===== src/rtl/port_array_merge_if.sv =====
// Port-array-in / single-stream-out bundle for the round-robin merge stage.
// The producer side (master) drives the port array and out_rdy; the merge block (slave) drives the rest.
interface port_array_merge_if #(
    parameter int nports = 2,
    parameter int nbits  = 32
);
    localparam int SW = $clog2(nports);

    logic [nports-1:0]            in_val;
    logic [nports-1:0]            in_rdy;
    logic [nports-1:0][nbits-1:0] in_;
    logic                         out_val;
    logic                         out_rdy;
    logic [nbits-1:0]             out;
    logic [SW-1:0]                out_src;

    modport master (
        output in_val, in_, out_rdy,
        input  in_rdy, out_val, out, out_src
    );

    modport slave (
        input  in_val, in_, out_rdy,
        output in_rdy, out_val, out, out_src
    );
endinterface


===== src/rtl/port_array_merge.sv =====
// Round-robin merge of a val/rdy port array into one registered, source-tagged stream; 1-cycle latency.
// Backpressure: a full register with out_rdy low drops every in_rdy and freezes all state.
module port_array_merge #(
    parameter int nports = 2,
    parameter int nbits  = 32
) (
    input  logic              clk,
    input  logic              reset,
    port_array_merge_if.slave bus
);
    localparam int SW = $clog2(nports);

    logic             full;
    logic [nbits-1:0] data_q;
    logic [SW-1:0]    src_q;
    logic [SW-1:0]    ptr;

    logic             can_accept;
    logic             found;
    logic             take;
    logic [SW-1:0]    winner;
    logic [SW:0]      scan;
    logic [nports-1:0] rdy;

    assign can_accept = !full || bus.out_rdy;

    // Scan ptr, ptr+1, ... with an explicit modulo wrap so non-power-of-two nports stays in range.
    always_comb begin
        found  = 1'b0;
        winner = ptr;
        scan   = '0;
        for (int k = 0; k < nports; k++) begin
            scan = {1'b0, ptr} + (SW+1)'(k);
            if (scan >= (SW+1)'(nports)) begin
                scan = scan - (SW+1)'(nports);
            end
            if (!found && bus.in_val[scan[SW-1:0]]) begin
                found  = 1'b1;
                winner = scan[SW-1:0];
            end
        end
    end

    assign take = !reset && can_accept && found;

    always_comb begin
        rdy = '0;
        for (int i = 0; i < nports; i++) begin
            if (take && (winner == SW'(i))) begin
                rdy[i] = 1'b1;
            end
        end
    end

    assign bus.in_rdy = rdy;

    always_ff @(posedge clk) begin
        if (reset) begin
            full   <= 1'b0;
            data_q <= '0;
            src_q  <= '0;
            ptr    <= '0;
        end else if (take) begin
            // A simultaneous drain and load simply overwrites, keeping one word per cycle.
            full   <= 1'b1;
            data_q <= bus.in_[winner];
            src_q  <= winner;
            ptr    <= (winner == SW'(nports - 1)) ? '0 : winner + 1'b1;
        end else if (full && bus.out_rdy) begin
            full   <= 1'b0;
        end
    end

    assign bus.out_val = full;
    assign bus.out     = data_q;
    assign bus.out_src = src_q;
endmodule


===== src/flat_wrapper.sv =====
// flat-port wrapper written by rule: the top's interface ports become plain ports
module port_array_merge_flat 
#(
    parameter int nports = 2,
    parameter int nbits  = 32
)
  (clk, reset, bus_in_val, bus_in_, bus_out_rdy, bus_in_rdy, bus_out_val, bus_out, bus_out_src);
  port_array_merge_if #(.nports(nports), .nbits(nbits)) bus_i ();
  input  logic clk;
  input  logic reset;
  input wire logic [$bits(bus_i.in_val)-1:0] bus_in_val;
  input wire logic [$bits(bus_i.in_)-1:0] bus_in_;
  input wire logic [$bits(bus_i.out_rdy)-1:0] bus_out_rdy;
  output wire logic [$bits(bus_i.in_rdy)-1:0] bus_in_rdy;
  output wire logic [$bits(bus_i.out_val)-1:0] bus_out_val;
  output wire logic [$bits(bus_i.out)-1:0] bus_out;
  output wire logic [$bits(bus_i.out_src)-1:0] bus_out_src;
  assign bus_i.in_val = bus_in_val;
  assign bus_i.in_ = bus_in_;
  assign bus_i.out_rdy = bus_out_rdy;
  assign bus_in_rdy = bus_i.in_rdy;
  assign bus_out_val = bus_i.out_val;
  assign bus_out = bus_i.out;
  assign bus_out_src = bus_i.out_src;
  port_array_merge #(.nports(nports), .nbits(nbits)) u_core (.clk(clk), .reset(reset), .bus(bus_i));
endmodule

===== config.mk =====
export PLATFORM = sky130hd
export DESIGN_NAME = port_array_merge_flat
export DESIGN_NICKNAME = d
export VERILOG_FILES = /design/src/rtl/port_array_merge_if.sv /design/src/rtl/port_array_merge.sv /design/src/flat_wrapper.sv
export SDC_FILE = /design/constraint.sdc
export NUM_CORES = 1
export LEC_CHECK = 0
export ABC_AREA = 1
export CELL_PAD_IN_SITES_DETAIL_PLACEMENT = 1
export CELL_PAD_IN_SITES_GLOBAL_PLACEMENT = 2
export CORE_UTILIZATION = 32
export CTS_CLUSTER_SIZE = 28
export DETAILED_ROUTE_END_ITERATION = 12
export DONT_BUFFER_PORTS = 1
export PLACE_DENSITY_LB_ADDON = 0.1
export SLEW_MARGIN = 25
export SYNTH_ARGS = -nofsm -noshare
export SYNTH_HDL_FRONTEND = slang
export SYNTH_SLANG_ARGS = --single-unit

===== constraint.sdc =====
create_clock -name clk -period 2.1 [get_ports clk]
set_clock_uncertainty 0.05 [all_clocks]
set_input_delay 0.63 -clock clk [delete_from_list [all_inputs] [get_ports clk]]
set_output_delay 0.63 -clock clk [all_outputs]
set_load 0.05 [all_outputs]

==> results.md <==
* Port-buffer cells at 0
* Crit path DAT at ~1.2 ns
* Pwr/cell area at 849 nW/um2
* Vias in the first global route at between 1,500 and 2,000
* Most common cell after layout, fill and taps aside: nand2_1
* Layout area overhead at 3.95%
* WL/cell at between 10 and 15 um
* Layout cells sized above 1 at between 20% and 30%
* # setup viols final at 0
* Num rows at 27
* Total wire length at 4980 um
* Slew HR at around three fifths
* Most used DFF post-synth: dfxtp_1
* Mapped cell area at approximately 1900 um2
* Vias at 1,646
* CTS max path bufs at 2
* Avg Inst Size Synth at ~7.3 um2
* Nets at ~330
* Post-synth cell types at 19
* First-pass GRT wire length at around 8000 um
* Die W at between 70 and 80 um
* RePlAce Congestion at roughly 0.7
* Largest net degree at the start of global routing at 37
* Gr ovfl total at 0
* Outcome: completed
* Largest family of logic cells by synthesized area: simple AND/OR/NAND/NOR gates
* Final ANT Viol Nets at 0
* Antenna cell count at 0
* Clk Latency, worst-skew pair at between 0.2 and 0.3 ns
* DIE AREA at approximately 6400 um2
* Initial Util at 34.0%
* Synthesized netlist cell count at 266
* Dpl ws at roughly 0.2 ns
* Hpwl dp at approximately 3500 um
* Hold-fix buffers, CTS at 0
* Post-synth EDFFs at 0
* CP Launch Type: input pin
* CP Launch Point: bus_out_rdy
* CTS tree: done
* Syn_nets at 335
* CP Class: in2out
* Max cap viols at 0
* Placeable Area at 5680 um2
* Post-synth ARST share at 0%
* Area share of xor/xnor cells in the synthesized design at 0%
* Yosys reg bits at 35
* Mux contribution to synthesized area at 0%
* Postcts setup bufs at 0
* Initial antenna violation count at 0
* Hold crit path type: in2reg
* Worst hold margin at 0.363 ns
* Reg2Reg Depth at 5
* Post-synthesis adder-cell area fraction at 0%
* Final Max Slew Viols at 0
* Htree depth at 2
* Area leader, netlist: dfxtp_1
* Crit. End Element: output pin
* Setup crit end: bus_in_rdy[1]
* Root Buffer: clkbuf_8
* Clk slew on worst S/H paths at ~0.070 ns
* Most frequent cells in the layout: nand2_1 (123), dfxtp_1 (35), nand3_1 (32)
* Period utilization at 90.3%
* Remaining DRCs at 0
* YS warnings at 0
* Clk sinks at 35
* Unrepaired setup endpoints after global routing: false
* Largest cells by area after synthesis: dfxtp_1 (36%), nand2_1 (24%), a21oi_2 (10%)
* Die Ht at between 70 and 80 um
* Compound-cell area share of the yosys netlist at 13.5%
* Maximum vdd drop at a little under 0.3 mV
* Area share of the largest cell type after synthesis at ~36%
* Final hold vios at 0
* Reg2reg end: u_core.bus.out[9]
* Setup TNS at 0 ns
* Routed vias/inst at approximately 4.9
* I/O pins at about 110
* Post-cts resize count at 0
* Tot GR Track Use at approximately 17%
* R2R setup slack at around 0.67 ns
* 1st-iter DRT viols at 34
* Worst Max-Slew Pin Slew at just under 0.6 ns
* Minimum clock period at ~1.9 ns
* Reg2reg start: u_core.bus.out_val
* Post-Synth Simple-Gate Area at 38.8%
* Fin worst setup slack at around 0.20 ns
* Max Clk Rate at ~530 MHz
* CP required at around 1.4 ns
* Pleak at between 0.8 and 0.9 nW
* Number of detailed-route iterations in the first pass at 4
* CTS buffer count at 5
* Sequential share of the synthesized area at between 30% and 40%
* CP Max Fanout at 5
-- worst min path at each step --
| stage | start | cells after the start | endpoint |
|---|---|---|---|
| floorplan | u_core.ptr | 3 | u_core.ptr |
| finish | reset | 1 | u_core.bus.out[29] |
| CTS | reset | 1 | u_core.bus.out[1] |
| global placement | u_core.bus.out_val | 2 | u_core.bus.out_val |
| global route | reset | 1 | u_core.bus.out[24] |
| detailed placement | u_core.bus.out_val | 2 | u_core.bus.out_val |
-- routing by layer --
metal  up-vias  wire length [um]  track usage (%)
li1        837                 -                -
met1       738              2140             18.6
met2        67              2290             28.4
met3         4               484             5.94
met4         0                53             6.73
met5         -                 0                0
-- cell usage after synthesis, types with 2 or more instances --
master	count
inv_2	2
buf_8	2
buf_12	2
buf_6	6
buf_4	6
dfxtp_1	35
nand2_1	123
a21oi_1	12
nand2_4	2
inv_1	3
clkbuf_1	3
nand3_1	32
nand2_2	10
a21oi_2	23
-- final cells by class --
| type | count | area, um2 |
|---|---|---|
| clock buffer | 8 | 100 |
| fill | 727 | 3670 |
| inverter | 5 | 18.8 |
| multi-input combinational | 206 | 1020 |
| sequential | 35 | 701 |
| tap | 72 | 90.1 |
| timing repair buffer | 9 | 80.1 |
-- per-stage QoR --
| stage | util [%] | instance area [um2] | total power, mW | std cells |
|---|---|---|---|---|
| 6_report | 35.4 | 2010 | 1.70 | 335 |
| 5_1_grt | 35.4 | 2010 | 1.82 | 335 |
| 4_1_cts | 35.4 | 2010 | 1.74 | 335 |
| 3_5_place_dp | 33.6 | 1910 | 1.20 | 327 |
| 3_3_place_gp | 33.6 | 1910 | 1.19 | 327 |
| 2_1_floorplan | - | 1950 | 1.18 | 266 |
-- power by group --
part / switching, mW / internal [mW]
Clock: 0.230 / 0.299
Sequential: 0.176 / 0.709
Combinational: 0.186 / 0.104
Total: 0.592 / 1.11
-- registers in the layout, summed over array words and instances, names as in the netlist --
register and flops:
u_core.ptr 1, u_core.bus.out 32, u_core.bus.out_val 1, u_core.bus.out_src 1
-- worst max-delay path, cell delays in order --
cell,delay (ns)
inv_1,0.02
nand2_1,0.10
nand3b_4,0.14
nor2_4,0.32
-- cells by family (layout without fill, tap and decap cells) --
| kind of cell | Yosys count | after routing |
|---|---|---|
| flops | 35 | 35 |
| simple gates | 171 | 171 |
| buf+inv | 25 | 22 |
| compound gates | 35 | 35 |
No activity file was read; power rests on OpenSTA's default activity.
